==> src/rtl/move_multi.sv <==
// Cursor mover over a configurable slot range, driven by PS/2 arrow scancodes,
// with held-key auto-repeat and a commit/lock handshake. Define MOVE_MULTI_WRAP_EN for wrap-around steps.
module move_multi #(
  parameter int unsigned POS_W         = 3,
  parameter int unsigned NARROW_SLOTS  = 4,
  parameter int unsigned WIDE_SLOTS    = 8,
  parameter int unsigned START_POS     = 0,
  parameter logic [7:0]  KEY_LEFT      = 8'h6B,
  parameter logic [7:0]  KEY_RIGHT     = 8'h74,
  parameter logic [1:0]  ACTIVE_SCENE  = 2'd1,
  parameter int unsigned REPEAT_DELAY  = 25_000_000,
  parameter int unsigned REPEAT_PERIOD = 5_000_000
) (
  input  logic             clk,
  input  logic             rst_n,
  input  logic [1:0]       scene,
  input  logic             scene_posedge,
  input  logic [7:0]       key,
  input  logic             key_released,
  input  logic             done_posedge,
  input  logic             expand,
  output logic [POS_W-1:0] pos,
  output logic [POS_W-1:0] people,
  output logic             commit,
  output logic             locked
);

  localparam int unsigned CNT_MAX = (REPEAT_DELAY > REPEAT_PERIOD) ? REPEAT_DELAY : REPEAT_PERIOD;
  localparam int unsigned CNT_W   = $clog2(CNT_MAX);

  localparam logic [CNT_W-1:0] DELAY_END  = CNT_W'(REPEAT_DELAY - 1);
  localparam logic [CNT_W-1:0] PERIOD_END = CNT_W'(REPEAT_PERIOD - 1);
  localparam logic [CNT_W-1:0] CNT_ONE    = CNT_W'(1);
  localparam logic [POS_W-1:0] NARROW_LIM = POS_W'(NARROW_SLOTS - 1);
  localparam logic [POS_W-1:0] WIDE_LIM   = POS_W'(WIDE_SLOTS - 1);
  localparam logic [POS_W-1:0] START_P    = POS_W'(START_POS);
  localparam logic [POS_W-1:0] POS_ONE    = POS_W'(1);

  typedef enum logic [2:0] {IDLE, READY, DELAY, REPEAT, LOCKED} state_t;

  state_t           state, mv_state;
  logic [CNT_W-1:0] cnt, mv_cnt;
  logic [7:0]       prev_key;
  logic             prev_held;

  logic             held, is_arrow, press, active, mv_step;
  logic [POS_W-1:0] lim, step_pos, step_clamped, hold_clamped, mv_pos;

  assign held     = !key_released;
  assign is_arrow = (key == KEY_LEFT) || (key == KEY_RIGHT);
  assign press    = held && (!prev_held || (key != prev_key)) && is_arrow;
  assign active   = (scene == ACTIVE_SCENE);
  assign lim      = expand ? WIDE_LIM : NARROW_LIM;

  always_comb begin
    step_pos = pos;
    if (key == KEY_LEFT) begin
      if (pos == '0) begin
`ifdef MOVE_MULTI_WRAP_EN
        step_pos = lim;
`else
        step_pos = '0;
`endif
      end else begin
        step_pos = pos - POS_ONE;
      end
    end else if (key == KEY_RIGHT) begin
      if (pos >= lim) begin
`ifdef MOVE_MULTI_WRAP_EN
        step_pos = '0;
`else
        step_pos = lim;
`endif
      end else begin
        step_pos = pos + POS_ONE;
      end
    end
  end

  // Clamp is applied after the step so a shrinking range pulls pos back in.
  assign step_clamped = (step_pos > lim) ? lim : step_pos;
  assign hold_clamped = (pos > lim) ? lim : pos;

  always_comb begin
    mv_step  = 1'b0;
    mv_state = state;
    mv_cnt   = cnt;
    case (state)
      READY: begin
        if (press) begin
          mv_step  = 1'b1;
          mv_state = DELAY;
          mv_cnt   = '0;
        end
      end
      DELAY, REPEAT: begin
        if (!held || !is_arrow) begin
          mv_state = READY;
          mv_cnt   = '0;
        end else if (press) begin
          mv_step  = 1'b1;
          mv_state = DELAY;
          mv_cnt   = '0;
        end else if (cnt == ((state == DELAY) ? DELAY_END : PERIOD_END)) begin
          mv_step  = 1'b1;
          mv_state = REPEAT;
          mv_cnt   = '0;
        end else begin
          mv_cnt = cnt + CNT_ONE;
        end
      end
      default: ;
    endcase
    mv_pos = mv_step ? step_clamped : hold_clamped;
  end

  always_ff @(posedge clk) begin
    if (!rst_n) begin
      state     <= IDLE;
      cnt       <= '0;
      prev_key  <= '0;
      prev_held <= 1'b0;
      pos       <= START_P;
      people    <= '0;
      commit    <= 1'b0;
      locked    <= 1'b0;
    end else begin
      prev_key  <= key;
      prev_held <= held;
      commit    <= 1'b0;
      if (scene_posedge) begin
        pos    <= START_P;
        locked <= 1'b0;
        cnt    <= '0;
        state  <= active ? READY : IDLE;
      end else if (!active) begin
        state  <= IDLE;
        pos    <= hold_clamped;
        locked <= 1'b0;
        cnt    <= '0;
      end else begin
        case (state)
          IDLE: begin
            state <= READY;
            pos   <= hold_clamped;
          end
          LOCKED: pos <= hold_clamped;
          default: begin
            pos <= mv_pos;
            if (done_posedge) begin
              people <= mv_pos;
              commit <= 1'b1;
              locked <= 1'b1;
              state  <= LOCKED;
              cnt    <= '0;
            end else begin
              state <= mv_state;
              cnt   <= mv_cnt;
            end
          end
        endcase
      end
    end
  end

endmodule

==> config.mk <==
export PLATFORM = sky130hd
export DESIGN_NAME = move_multi
export DESIGN_NICKNAME = d
export VERILOG_FILES = /design/src/rtl/move_multi.sv
export SDC_FILE = /design/constraint.sdc
export NUM_CORES = 1
export LEC_CHECK = 0
export BUFFER_PORTS_ARGS = -buffer_cell sky130_fd_sc_hd__buf_2
export CELL_PAD_IN_SITES_DETAIL_PLACEMENT = 0
export CELL_PAD_IN_SITES_GLOBAL_PLACEMENT = 1
export CORE_MARGIN = 2
export CORE_UTILIZATION = 30
export DETAILED_ROUTE_END_ITERATION = 12
export MAX_ROUTING_LAYER = met4
export PLACE_DENSITY = 0.57
export RECOVER_POWER = 50
export SKIP_LAST_GASP = 1
export SYNTH_ARGS = -nofsm -noshare
export SYNTH_HDL_FRONTEND = slang
export SYNTH_SLANG_ARGS = --single-unit
==> constraint.sdc <==
create_clock -name clk -period 5.1 [get_ports clk]
set_clock_uncertainty 0.1 [all_clocks]
set_input_delay 1.275 -clock clk [delete_from_list [all_inputs] [get_ports clk]]
set_output_delay 1.275 -clock clk [all_outputs]
set_load 0.05 [all_outputs]
Word-level counts from Yosys, hierarchy flattened
Index checks and enable logic that the tools add are counted.
{"block": "word_totals", "rom_bits": 0, "n_memories": 0, "out_inout_bits": 8, "latch_bits": 0, "regBits": 45, "ram_bits": 0, "in_bits": 16}
{"block": "op_classes", "n_div": 0, "n_addsub": 3, "multipliers": 0, "shifts": 0, "n_eq_ne": 14, "n_mux": 33, "order_cmp": 3, "bitwise": 4, "n_reduce_logical": 20}
{"op": "$mux W25", "n": 6}
{"op": "$mux W3", "n": 17}
{"op": "$pmux W25 S2", "n": 1}
{"op": "$add A25 B1 Y25 const B", "n": 1}
{"op": "$eq A25 B25 Y1", "n": 1}
{"op": "$eq A8 B7 Y1 const B", "n": 2}
{"op": "$pmux W3 S2", "n": 2}
{"op": "$ne A8 B8 Y1", "n": 1}
{"op": "$ne A8 B8 Y1 const B", "n": 1}
{"op": "$reduce_and A4 Y1", "n": 2}
{"op": "$eq A3 B2 Y1 const B", "n": 2}
{"op": "$gt A3 B3 Y1", "n": 2}
{"op": "$logic_not A3 Y1", "n": 2}
{"op": "$mux W1", "n": 6}
{"op": "$ne A3 B3 Y1 const B", "n": 2}
{"op": "$ne A6 B3 Y1 const B", "n": 1}
{"op": "$ne A6 B6 Y1 const B", "n": 1}
{"op": "$reduce_or A2 Y1", "n": 3}
{"op": "$reduce_or A5 Y1", "n": 1}
{"op": "$not A1 Y1", "n": 4}
{"op": "$add A3 B1 Y3 const B", "n": 1}
{"op": "$eq A3 B1 Y1 const B", "n": 1}
{"op": "$eq A3 B3 Y1 const B", "n": 1}
{"op": "$ge A3 B3 Y1", "n": 1}
{"op": "10 further kinds", "n": 15}

Longest topological paths before layout
{"block": "logic_depth", "depth_word": 11, "ltp_mapped": 9}

Worst setup path before layout
Ideal clock, no wire load.
{"block": "synth_path", "path_type": "input to register", "start": "input port key[3]", "end": "register people[0]", "setup_ps": 131, "path_buffers": 1, "arrival_ps": 2740, "required_ps": 4869, "path_slack_ps": 2129, "path_stages": 7, "cell_sequence": "and4bb_1 > or3b_1 > clkbuf_1 > mux2i_1 > nor3_1 > o41ai_1 > o211ai_1"}
{"block": "synth_between", "elab_chain_cells": 8}
{"element": "start, declared", "line": "18", "source": "input logic [7:0] key,"}
{"element": "branches (longest 7 deep; another with $gt A3 B3 Y1)"}
{"element": "$mux W3 (*)", "line": "114", "source": "mv_pos = mv_step ? step_clamped : hold_clamped;"}
{"element": "end signal, assigned", "line": "151", "source": "people <= mv_pos;"}
{"element": "end, declared", "line": "23", "source": "output logic [POS_W-1:0] people,"}
Mark *: on every way between the ends.
A chain may end at the register's enable or synchronous reset.

Worst setup path after layout
{"block": "layout_path", "start": "input port key[5]", "end": "register cnt[23]"}
{"block": "layout_between", "elab_chain_cells": 8}
{"element": "$ne A8 B8 Y1", "line": "51", "source": "assign press = held && (!prev_held || (key != prev_key)) && is_arrow;"}
{"element": "$logic_or A1 B1 Y1", "line": "51"}
{"element": "$logic_and A1 B1 Y1 (2 in series)", "line": "51"}
{"element": "$mux W25", "line": "100", "source": "end else if (press) begin"}
{"element": "$mux W25", "line": "97", "source": "if (!held || !is_arrow) begin"}
{"element": "$pmux W25 S2", "line": "88", "source": "case (state)"}
{"element": "$mux W25", "line": "150", "source": "if (done_posedge) begin"}
{"element": "end signal, assigned", "line": "158", "source": "cnt <= mv_cnt;"}
{"element": "end, declared", "line": "42", "source": "logic [CNT_W-1:0] cnt, mv_cnt;"}
Parallel ways exist; a longest one is shown, timed or not.

==> results.toml <==
[run_status]
result_of_the_run = "finished clean"

[final_layout]
finalCoreUtilization_pct = 34.13
final.fill_count = 939
design.final.nets = 366
area_delta_synth_final_pct = 9.231
final-instance-count-excl-fill = 453
post_route_cells_drive_above_1_share_pct = 9.855
diodes = 0

[sta]
fmax_mhz = 305.5
timing.final.setup_violations = 0
slew_limit_headroom_pct = 43.89
period_minus_slack_ns = 3.273
worst-slew-pin-transition_ns = 0.8394
unrepaired_setup_endpoints_after_global_routing = "no"
layout_setup_ws_ns = 1.827
report.final.slew_viol_count = 0
setup-tns-final_ns = 0
finalCritPeriodShare_pct = 64.19
final_hold_viol_count = 0

[yosys]
synth.ff_latch_count = 45
synth-warning-count = 0
postSynthAreaPerCell_um2 = 8.414
synth.lib_cells_used.distinct = 64
synth_cells = 327
synthFlopType = "dfxtp_1"
synth_async_sr_flop_share_pct = 0
synth_edf_count = 0
post-synth-top-area-fraction_pct = 32.74
synth_top_cell_by_area = "dfxtp_1"
total_nets_after_synthesis = 349
synth_area_mm2 = 0.002751
top_area_cells_in_the_synthesized_netlist = "dfxtp_1, a21oi_1, o31ai_1"
portion_of_the_post_synthesis_area_used_by_sequential_elements_pct = 32.74

[die]
start_util_pct = 31.24
die_x_um = 99.77
dieHeight_um = 99.77
number_of_cell_rows = 34
num_io_pins = 24
core_area_mm2 = 0.008806
fp.dieArea_mm2 = 0.009953

[setup_path]
cp_slowest_stage_delay_ns = 0.65
r2r-start = "state[1]$_SDFFE_PN0P_"
critical_path.reg2reg.endpoint = "pos[1]$_SDFF_PP0_"
worst-r2r-setup-slack_ns = 2.47
crit_path_max_fanout = 27
critical_path_arrival_ns = 3.37
critical-path-slowest-cell = "a31oi_4"
critical_path.startpoint_type = "input port"
critical_path_class = "input port to flip-flop"
cell_count_of_the_worst_reg_to_reg_path = 6
setup.worst_path.end_class = "flip-flop"
cp_cell_sequence = "clkbuf_1 > xor2_1 > nor3_1 > nand3_1 > a31oi_4 > buf_4 > or4_1 > a21oi_1"
critical_path_required_ns = 5.19

[min_path]
min-delay-path-class = "flip-flop to flip-flop"
hold_path_end = "locked$_SDFFE_PP0P_"
hp-start = "locked$_SDFFE_PP0P_"
worst_hold_path.num_cells = 2

[placement]
hpwlAfterDp_mm = 4.952
place_worst_setup_slack_ns = 1.545
gpl.final_weighted_congestion = 0.8048
placed_cells = 445
numPortBuffers = 23

[power_and_ir_drop]
design_power_total_uw = 620.4
irDropWorstVdd_mv = 0.1072
total_leakage_power_uw = 0.0009159
cellPowerDensity_mw_per_mm2 = 206.4

[global_routing]
grt_max_degree = 28
grt.overflow.total = 0
track_usage_pct = 15.13
number_of_global_route_vias_before_repair = 2435
grt_pass1_wl_mm = 11.96
antenna_found_initial = 0

[clock_network]
post_cts.resized_instances = 0
sinks_on_the_clock_net = 45
cts-hold-fix-buffers = 0
cts.clk_slew.worst_paths_ns = 0.09
insertion_delay_ns = 0.30
cts-root-to-sink-buffers = 2
number_of_clock_buffers_inserted_by_tritoncts = 5
h-tree-depth = 2
tritoncts = "done"
cts.repair_timing.setup_buffer_count = 0
cts.root.buffer_cell = "clkbuf_8"

[drt]
via_count = 2555
detailed_router_iteration_count_before_antenna_repair = 4
routed_wire_length_per_instance_um = 15.40
detail_route.wirelength_mm = 6.974
drt_iter0_markers = 101
drc_errors_left = 0
viasPerCell = 5.640
route.antenna.remaining_nets = 0

[job]
timing.max_cap.violations = 0
==> area by class of cell <==
| type | instances | area (µm²) | share of cell area [%] |
|---|---|---|---|
| Clock buffer | 7 | 76.32 | 2.540 |
| Clock inverter | 1 | 7.507 | 0.2498 |
| Sequential cell | 45 | 900.9 | 29.98 |
| Multi-Input combinational cell | 256 | 1727 | 57.45 |
| Tap cell | 108 | 135.1 | 4.496 |
| Timing Repair Buffer | 25 | 117.6 | 3.913 |
| Inverter | 11 | 41.29 | 1.374 |
==> layout by cell type, fill, tap and decap left out, types with 11 or more instances in the layout <==
cell       n
nand4_1   13
buf_2     13
nand3_1   12
dfxtp_1   45
o31ai_1   17
or4_1     15
nand2_1   22
o21ai_0   14
clkbuf_1  12
nor2_1    15
a21oi_1   27
inv_1     11
==> metal layers <==
metal	routed length (µm)	part of all wire [%]	vias to the layer above	GRT usage, %
li1	-	-	1286	-
met1	3454	50	1212	19.66
met2	3204	46	45	24.48
met3	191	2.7	12	2.389
met4	124	1.8	0	4.110
met5	0	0	-	-
==> through the flow <==
stage | area, µm² | hold slack (ns)
3_5_place_dp | 2945 | 0.3769
6_report | 3005 | 0.3758
3_3_place_gp | 2945 | 0.3679
2_1_floorplan | 2751 | 0.3598
4_1_cts | 3029 | 0.3898
5_1_grt | 3005 | 0.4125
==> cells in the mapped netlist, drive strengths merged, types with 3 or more instances <==
cell type / instances
o211ai: 3
a21oi: 27
o2111ai: 3
a211oi: 5
xor2: 7
o31ai: 17
and4: 4
dfxtp: 45
or4: 15
nor3: 6
nor4bb: 3
nand3b: 3
nand2: 22
inv: 11
nor4: 3
or3: 6
buf: 9
clkbuf: 6
and2: 13
nor2: 16
mux2i: 8
a31oi: 3
nand3: 13
ha: 6
o21ai: 18
nand4: 13
and3: 5
nor2b: 7
==> where the power goes <==
group | total (µW) | internal, µW | switching (µW)
Sequential | 358 | 355 | 2.28
Clock | 223 | 97.2 | 126
Combinational | 39.6 | 15.5 | 24.0
==> worst max-delay path by stage <==
stage / from / to / slack (ns) / depth (start not counted)
2_1_floorplan: key[3] / people[0]$_SDFFE_PN0P_ / 2.13 / 7
3_3_place_gp: key[5] / cnt[15]$_SDFFE_PP0P_ / 1.60 / 8
3_5_place_dp: key[5] / cnt[15]$_SDFFE_PP0P_ / 1.54 / 8
4_1_cts: key[5] / cnt[23]$_SDFFE_PP0P_ / 1.87 / 8
5_1_grt: key[5] / cnt[11]$_SDFFE_PP0P_ / 1.55 / 8
6_report: key[5] / cnt[23]$_SDFFE_PP0P_ / 1.83 / 8
==> critical path: cells and delay by family <==
| family | cells | cell delay (ns) |
|---|---|---|
| buffers and inverters | 2 | 0.46 |
| AO/OA/AOI/OAI | 2 | 0.71 |
| XOR/XNOR | 1 | 0.17 |
| AND/OR/NAND/NOR | 3 | 0.74 |
==> cells by family after synthesis <==
family	share of synthesized area [%]
AO/OA/AOI/OAI	22.56
XOR/XNOR	2.865
adder cells (fa/ha/maj)	2.728
buffers and inverters	4.092
flip-flops	32.74
multiplexers	3.047
AND/OR/NAND/NOR	31.97
==> registers in the layout, summed over array words and instances, names as in the netlist <==
| register | count |
|---|---|
| prev_held | 1 |
| cnt | 25 |
| prev_key | 8 |
| state | 3 |
| commit | 1 |
| pos | 3 |
| locked | 1 |
| people | 3 |
No activity file was read; power rests on OpenSTA's default activity.
